### src/rtl/uart_hex_parser.sv
// rtl/uart_hex_parser.sv - ASCII hex line parser on the uart RX handshake; UART_HEX_PARSER_ECHO_EN enables byte echo
module uart_hex_parser #(
  parameter int WIDTH = 16
) (
  input  logic             clk,
  input  logic             rst,
  input  logic             rx_ready,
  input  logic [7:0]       rx_byte,
  output logic             rx_read,
  output logic [WIDTH-1:0] hex_val,
  output logic             val_valid,
  output logic             err,
  output logic             tx_start,
  output logic [7:0]       tx_data,
  input  logic             tx_fifo_full
);

  localparam int DIGITS = WIDTH / 4;
  localparam int CW = $clog2(DIGITS + 1);
  localparam logic [CW-1:0] DIGITS_C = CW'(DIGITS);

  typedef enum logic {S_WAIT, S_ACK} state_t;

  state_t           state_q, state_d;
  logic             rx_read_q, rx_read_d;
  logic [WIDTH-1:0] hex_val_q, hex_val_d;
  logic             val_valid_q, val_valid_d;
  logic             err_q, err_d;
  logic [WIDTH-1:0] acc_q, acc_d;
  logic [CW-1:0]    count_q, count_d;
  logic             bad_q, bad_d;

  logic             echo_ok;
  logic             consume;
  logic             is_hex;
  logic [3:0]       nibble;

`ifdef UART_HEX_PARSER_ECHO_EN
  logic       tx_start_q, tx_start_d;
  logic [7:0] tx_data_q, tx_data_d;

  // A byte may only be taken when its echo has room in the TX FIFO
  assign echo_ok = !tx_fifo_full;

  // Echo every consumed byte exactly once, in the cycle after consumption
  always_comb begin
    tx_start_d = consume;
    tx_data_d  = consume ? rx_byte : tx_data_q;
  end

  // Echo registers
  always_ff @(posedge clk or negedge rst) begin
    if (!rst) begin
      tx_start_q <= 1'b0;
      tx_data_q  <= 8'h00;
    end else begin
      tx_start_q <= tx_start_d;
      tx_data_q  <= tx_data_d;
    end
  end

  assign tx_start = tx_start_q;
  assign tx_data  = tx_data_q;
`else
  logic unused_tx_fifo_full;

  assign echo_ok             = 1'b1;
  assign unused_tx_fifo_full = tx_fifo_full;
  assign tx_start            = 1'b0;
  assign tx_data             = 8'h00;
`endif

  assign consume = (state_q == S_WAIT) && rx_ready && !rx_read_q && echo_ok;

  // Decode the incoming byte as an ASCII hex digit
  always_comb begin
    is_hex = 1'b0;
    nibble = 4'h0;
    if (rx_byte >= 8'h30 && rx_byte <= 8'h39) begin
      is_hex = 1'b1;
      nibble = rx_byte[3:0];
    end else if ((rx_byte >= 8'h41 && rx_byte <= 8'h46) ||
                 (rx_byte >= 8'h61 && rx_byte <= 8'h66)) begin
      is_hex = 1'b1;
      nibble = rx_byte[3:0] + 4'd9;
    end
  end

  // Handshake FSM plus line accumulation; pulses default low every cycle
  always_comb begin
    state_d     = state_q;
    rx_read_d   = rx_read_q;
    hex_val_d   = hex_val_q;
    val_valid_d = 1'b0;
    err_d       = 1'b0;
    acc_d       = acc_q;
    count_d     = count_q;
    bad_d       = bad_q;
    case (state_q)
      S_WAIT: begin
        if (consume) begin
          rx_read_d = 1'b1;
          state_d   = S_ACK;
          if (rx_byte == 8'h0D || rx_byte == 8'h0A) begin
            if (bad_q) begin
              err_d = 1'b1;
            end else if (count_q != '0) begin
              hex_val_d   = acc_q;
              val_valid_d = 1'b1;
            end
            acc_d   = '0;
            count_d = '0;
            bad_d   = 1'b0;
          end else if (rx_byte == 8'h20) begin
            // spaces are purely cosmetic separators
          end else if (is_hex) begin
            if (count_q < DIGITS_C) begin
              acc_d   = (acc_q << 4) | WIDTH'(nibble);
              count_d = count_q + CW'(1);
            end else begin
              bad_d = 1'b1;
            end
          end else begin
            bad_d = 1'b1;
          end
        end
      end
      S_ACK: begin
        if (!rx_ready) begin
          rx_read_d = 1'b0;
          state_d   = S_WAIT;
        end
      end
      default: begin
        state_d   = S_WAIT;
        rx_read_d = 1'b0;
      end
    endcase
  end

  // Parser state and registered outputs
  always_ff @(posedge clk or negedge rst) begin
    if (!rst) begin
      state_q     <= S_WAIT;
      rx_read_q   <= 1'b0;
      hex_val_q   <= '0;
      val_valid_q <= 1'b0;
      err_q       <= 1'b0;
      acc_q       <= '0;
      count_q     <= '0;
      bad_q       <= 1'b0;
    end else begin
      state_q     <= state_d;
      rx_read_q   <= rx_read_d;
      hex_val_q   <= hex_val_d;
      val_valid_q <= val_valid_d;
      err_q       <= err_d;
      acc_q       <= acc_d;
      count_q     <= count_d;
      bad_q       <= bad_d;
    end
  end

  assign rx_read   = rx_read_q;
  assign hex_val   = hex_val_q;
  assign val_valid = val_valid_q;
  assign err       = err_q;

endmodule
### config.mk
export PLATFORM = sky130hd
export DESIGN_NAME = uart_hex_parser
export DESIGN_NICKNAME = d
export VERILOG_FILES = /design/src/rtl/uart_hex_parser.sv
export SDC_FILE = /design/constraint.sdc
export NUM_CORES = 1
export LEC_CHECK = 0
export CAP_MARGIN = 15
export CORE_MARGIN = 8
export CORE_UTILIZATION = 41
export DETAILED_ROUTE_END_ITERATION = 7
export PLACE_DENSITY = 0.76
export SYNTH_ARGS = -nofsm -noshare
export SYNTH_HDL_FRONTEND = slang
export SYNTH_SLANG_ARGS = --single-unit
### constraint.sdc
create_clock -name clk -period 1.9 [get_ports clk]
set_clock_uncertainty 0.05 [all_clocks]
set_input_delay 0.475 -clock clk [delete_from_list [all_inputs] [get_ports clk]]
set_output_delay 0.475 -clock clk [all_outputs]
set_load 0.005 [all_outputs]
==> reports/metrics.csv, run 1 <==
stage;metric;value;unit
status;outcome;complete, no violations;
layout;drive_gt1_frac;0.3583;
yosys;synth-async-reset-ratio;1.000;
cts;cts_root_buf;clkbuf_8;
die;die_area;0.007051;mm^2
worst_setup_path;path_cells;clkdlybuf4s50_1 > and3_4 > o2111ai_4 > buf_12 > mux2_4;
worst_setup_path;reg2reg_from;count_q[0];
yosys;synth.most_common_cell;dfrtp_1;
sta;fmax;543.7;MHz
drt;routedWlPerCell;16.50;um
yosys;synth.top_cell.area_share;0.5284;
sta;drv_slew;0;
placement;hpwl;2842;um
die;fp-row-count;24;
yosys;synthCells;134;
sta;rsz0062_at_grt;false;
drt;postRouteAntennaNets;0;
cts;cts_max_path_buffers;2;
die;die_h;83.97;um
sta;finalHoldViolations;0;
yosys;synthTopCellsByArea;dfrtp_1 53%, a22o_1 8.3%, mux2_4 7.1%;
power;peakVddDrop;331.9;uV
cts;cts_buffers;5;
worst_setup_path;worstPathMaxFanout;7;
yosys;syn-cell-area;0.001894;mm^2
worst_setup_path;reg2reg_setup_slack;230;ps
drt;avgViaCountPerCell;5.251;
worst_setup_path;crit_start;rx_byte[3];
cts;clock_latency;300;ps
worst_setup_path;required;2030;ps
drt;routed_wl;3943;um
yosys;yosys_warnings;0;
worst_setup_path;slowest_delay;530;ps
grt;grt_pass1_vias;1372;
yosys;avgSynthCellArea;14.14;um^2
worst_setup_path;crit-reg2reg-capture;hex_val[13];
yosys;synthTopCellsByCount;40 x dfrtp_1, 18 x a22o_1, 9 x buf_4, 9 x mux2_2, 9 x mux2_4;
drt;drt_iter0_drc;107;
cts;clock-sinks;40;
worst_setup_path;reg2reg_depth;6;
yosys;ys_types;37;
worst_setup_path;end_kind;register;
grt;grt_max_degree;41;
worst_setup_path;worstPathArrival;1970;ps
grt;grt_pass1_wl;6872;um
hold_path;hp-class;primary input to asynchronous set/reset pin;
die;initial_core_util;0.4291;
power;power;1.883;mW
drt;vias;1255;
yosys;synth_seq_area_share;0.5284;
grt;grt_usage;0.1189;
worst_setup_path;cp-start-kind;primary input;
placement;port_buffers;29;
grt;grt.overflow.total;0;
yosys;synth-edff-count;0;
die;fp.coreArea;0.004414;mm^2
cts;h-tree-depth;2;
worst_setup_path;setup.worst_path.class;primary input to register;
power;leakage;1.252;nW
drt;first_pass_iters;4;
placement;gp_congestion;0.8388;
sta;setup_viol;0;
yosys;ys.flop_type;dfrtp_1;
die;die_x;83.97;um
cts;cts.reportedPaths.clkPinSlew;80;ps
sta;post-route-period-util;0.9681;
die;top_level_ports;40;
layout;finalNetCount;205;
run;drv_cap;0;
sta;period_minus_slack;1839;ps
grt;antenna_found_initial;0;
yosys;ys_ff_latch;40;
power;pwr_density_cell;726.9;mW/mm^2
worst_setup_path;slowest_stage;clkdlybuf4s50_1;
layout;diodes;0;
sta;fin_tns_setup;0;ps
cts;cts_tree;yes;
layout;area_growth;36.72;%
yosys;synth_top_area_cell;dfrtp_1;
drt;drc_errors;0;
worst_setup_path;crit_end;hex_val[13];
state kept, by name, summed over array words and instances (netlist names):
name and cells:
rx_read 1, bad_q 1, count_q 3, err 1, val_valid 1, hex_val 16, acc_q 16, state_q 1
worst min path at each step:
stage	startpoint	slack, ps	to
after floorplan	rst	130	acc_q[0]
after global placement	bad_q	430	bad_q
after detailed placement	bad_q	430	bad_q
after CTS	rst	180	hex_val[10]
after global routing	rst	210	hex_val[8]
final	rst	170	acc_q[5]
cell type report:
type	count	area, um^2
Timing Repair Buffer	50	494.2
Multi-Input combinational cell	81	873.3
Sequential cell	40	1001
Inverter	8	45.04
Clock inverter	3	42.54
Clock buffer	5	68.82
Fill cell	347	1824
Tap cell	52	65.06
where the power goes:
group          internal [mW]  switching (mW)
registers              0.909          0.0565
logic                  0.122           0.109
clock network          0.388           0.297
timing repair:
action / CTS / global route
gates cloned: 3 / 0
endpoints found under the setup margin: 37 / 31
buffers inserted: 4 / 0
pin swaps: 5 / 4
gates resized for setup: 34 / 8
hold buffers: 0 / 0
layer usage:
metal | wire length, um | vias up | global-route usage | part of all wire
met4 | 78 | 0 | 0.05181 | 0.020
met2 | 2027 | 40 | 0.1979 | 0.51
met1 | 1593 | 634 | 0.1293 | 0.40
met3 | 244 | 9 | 0.04883 | 0.062
met5 | 0 | - | 0 | 0
li1 | - | 572 | - | -
placed cells by master (no fill, tap or decap), drive strengths merged, types with 2 or more instances in the layout:
cell type      count
mux2              19
dfrtp             40
a22o              18
clkdlybuf4s50     20
buf               24
dlygate4sd2        3
o21a               2
clkbuf             5
inv                8
nor3b              2
conb               9
clkdlybuf4s15      2
a21boi             2
ha                 7
worst max-delay path, delay by kind of cell:
family	cells	cell delay, ps
buffers and inverters	2	740
AND/OR/NAND/NOR	1	250
multiplexers	1	290
AO/OA/AOI/OAI	1	200
logic make-up after synthesis:
kind of cell               after synthesis  synth area share
xor gates and xnor gates                 1          0.004624
and+or+nand+nor                         14           0.05878
other                                    1          0.001980
AOI/OAI and AO/OA                       30            0.1486
muxes                                   19            0.1308
adders and majority gates                8           0.05152
DFF                                     40            0.5284
buffers and inverters                   21           0.07529
stage by stage:
stage	instance area [um^2]	cells	hold slack, ps	setup slack (ps)	utilization
floorplan	1962	142	129.4	-73.45	-
global placement	2320	226	430.3	-724.3	0.5255
detailed placement	2320	226	429.6	-764.6	0.5255
CTS	2579	240	176.3	5.255	0.5842
global route	2590	239	208.6	5.360	0.5867
finish	2590	239	167.0	60.60	0.5867
(Power assumes the default switching activity.)
==> run 2, diff against run 1 <==
--- a/config.mk
+++ b/config.mk
@@ -6,6 +6,7 @@
 export NUM_CORES = 1
 export LEC_CHECK = 0
 export CAP_MARGIN = 15
+export CORE_ASPECT_RATIO = 0.5
 export CORE_MARGIN = 8
 export CORE_UTILIZATION = 41
 export DETAILED_ROUTE_END_ITERATION = 7
==> reports/metrics.csv, run 2 (synthesized netlist as in run 1, its figures left out) <==
stage;metric;value;unit
status;outcome;complete, no violations;
worst_setup_path;cp-start-kind;primary input;
grt;grt.overflow.total;0;
layout;drive_gt1_frac;0.3407;
drt;postRouteAntennaNets;0;
cts;h-tree-depth;2;
power;leakage;1.235;nW
drt;drc_errors;0;
layout;layout.cells.non_filler;239;
layout;final_area;0.002550;mm^2
power;pwr_density_cell;696.0;mW/mm^2
die;fp.coreArea;0.004424;mm^2
die;fp-row-count;17;
grt;grt_pass1_wl;5871;um
placement;placed_area;0.002376;mm^2
layout;final_common_cell;dfrtp_1;
worst_setup_path;end_kind;register;
worst_setup_path;reg2reg_depth;6;
drt;routed_wl;3543;um
grt;grt_usage;0.1029;
sta;setup_viol;0;
placement;hpwl;2558;um
sta;drv_slew;0;
power;power;1.775;mW
run;drv_cap;0;
drt;avgViaCountPerCell;4.916;
sta;rsz0062_at_grt;false;
hold_path;hp-class;primary input to asynchronous set/reset pin;
worst_setup_path;setup.worst_path.class;primary input to register;
worst_setup_path;worstPathMaxFanout;17;
drt;first_pass_iters;4;
placement;port_buffers;29;
layout;diodes;0;
cts;cts_max_path_buffers;2;
cts;cts.reportedPaths.clkPinSlew;70;ps
die;initial_core_util;0.4282;
cts;clock_latency;300;ps
worst_setup_path;reg2reg_setup_slack;230;ps
cts;cts_buffers;5;
layout;nFillCells;381;
placement;placed_cells;231;
power;peakVddDrop;269.2;uV
layout;post-route-util;0.5764;
cts;clock-sinks;40;
placement;gp_congestion;0.7865;
sta;post-route-period-util;0.9764;
layout;area_growth;34.61;%
die;die_area;0.007183;mm^2
sta;finalHoldViolations;0;
drt;drt_iter0_drc;26;
grt;grt_pass1_vias;1246;
worst_setup_path;required;2030;ps
die;die_h;64.07;um
sta;period_minus_slack;1855;ps
grt;antenna_found_initial;0;
die;top_level_ports;40;
drt;vias;1175;
drt;routedWlPerCell;14.82;um
die;die_x;112.1;um
cts;cts_setup_buffers;0;
layout;finalNetCount;200;
cts;cts_tree;yes;
sta;fmax;539.1;MHz
layout;final_cell_mix;40 x dfrtp_1, 19 x clkdlybuf4s50_1, 18 x a22o_1;
cts;cts_root_buf;clkbuf_8;
worst_setup_path;worstPathArrival;1990;ps
grt;grt_max_degree;41;
==> run 2: cell count changes in the layout (fill, tap and decap cells not counted), sizes merged <==
cell | before | now
clkdlybuf4s15 | 2 | 1
buf | 24 | 18
bufinv | 1 | 0
clkinvlp | 1 | 2
clkbuf | 5 | 8
clkdlybuf4s50 | 20 | 19
dlymetal6s2s | 1 | 2
clkinv | 1 | 0
==> run 2: final cells by class <==
class                           count  area, um^2  area share
Multi-Input combinational cell     81       868.3      0.3405
Clock inverter                      2       15.01    0.005888
Clock buffer                        6       82.58     0.03238
Sequential cell                    40        1001      0.3925
Timing Repair Buffer               45       469.2      0.1840
Tap cell                           57       71.32     0.02797
Inverter                            8       42.54     0.01668
==> run 2: path summary, 6_finish.rpt <==
check | startpoint | endpoint
worst max-delay path | rx_byte[1] | count_q[1]
worst min-delay path | rst | hex_val[0]
worst max register to register | count_q[0] | hex_val[14]
worst min register to register | hex_val[15] | hex_val[15]
max in group asynchronous | rst | err
min in group clk | hex_val[15] | hex_val[15]
==> run 2: per-stage QoR <==
step                      worst slack (ps)  hold slack [ps]  TNS, ps
after floorplan                     -73.45            129.4    -1097
after global placement              -765.4            426.6   -27230
after detailed placement            -795.1            431.9   -27470
after CTS                            16.58            182.9        0
after global routing                 3.145            212.1        0
final                                44.89            170.3        0
==> run 2: per-layer routing <==
| layer | wire, um | vias up | GRT usage | share of wire |
|---|---|---|---|---|
| li1 | - | 566 | - | - |
| met2 | 1543 | 27 | 0.1482 | 0.44 |
| met1 | 1717 | 576 | 0.1289 | 0.48 |
| met3 | 209 | 6 | 0.04401 | 0.059 |
| met5 | 0 | - | 0 | 0 |
| met4 | 72 | 0 | 0.05491 | 0.020 |
==> run 2: worst max-delay path: stages <==
cell and delay (ps):
buf_4 160, inv_12 40, ha_4 150, or3b_1 360
and4_4 210, o21a_4 210, buf_12 150, a22o_1 220
==> run 2: power breakdown <==
part | total (mW) | switching [mW] | internal (mW)
registers | 0.963 | 0.0538 | 0.909
logic | 0.226 | 0.106 | 0.120
clock network | 0.586 | 0.293 | 0.294
==> run 2: repair_timing <==
item | 4_1_cts | 5_1_grt
setup endpoints to repair | 37 | 9
endpoints found under the hold margin | 0 | 0
gates resized for setup | 20 | 12
hold buffers | 0 | 0
cloned | 0 | 1
pin swaps | 2 | 3
==> run 3, diff against run 2 <==
--- a/config.mk
+++ b/config.mk
@@ -9,6 +9,7 @@
 export CORE_ASPECT_RATIO = 0.5
 export CORE_MARGIN = 8
 export CORE_UTILIZATION = 41
+export CTS_CLUSTER_DIAMETER = 120
 export DETAILED_ROUTE_END_ITERATION = 7
 export PLACE_DENSITY = 0.76
 export SYNTH_ARGS = -nofsm -noshare
==> results of run 3 <==
No change in the layout: final DEF, timing and power equal those of run 2.
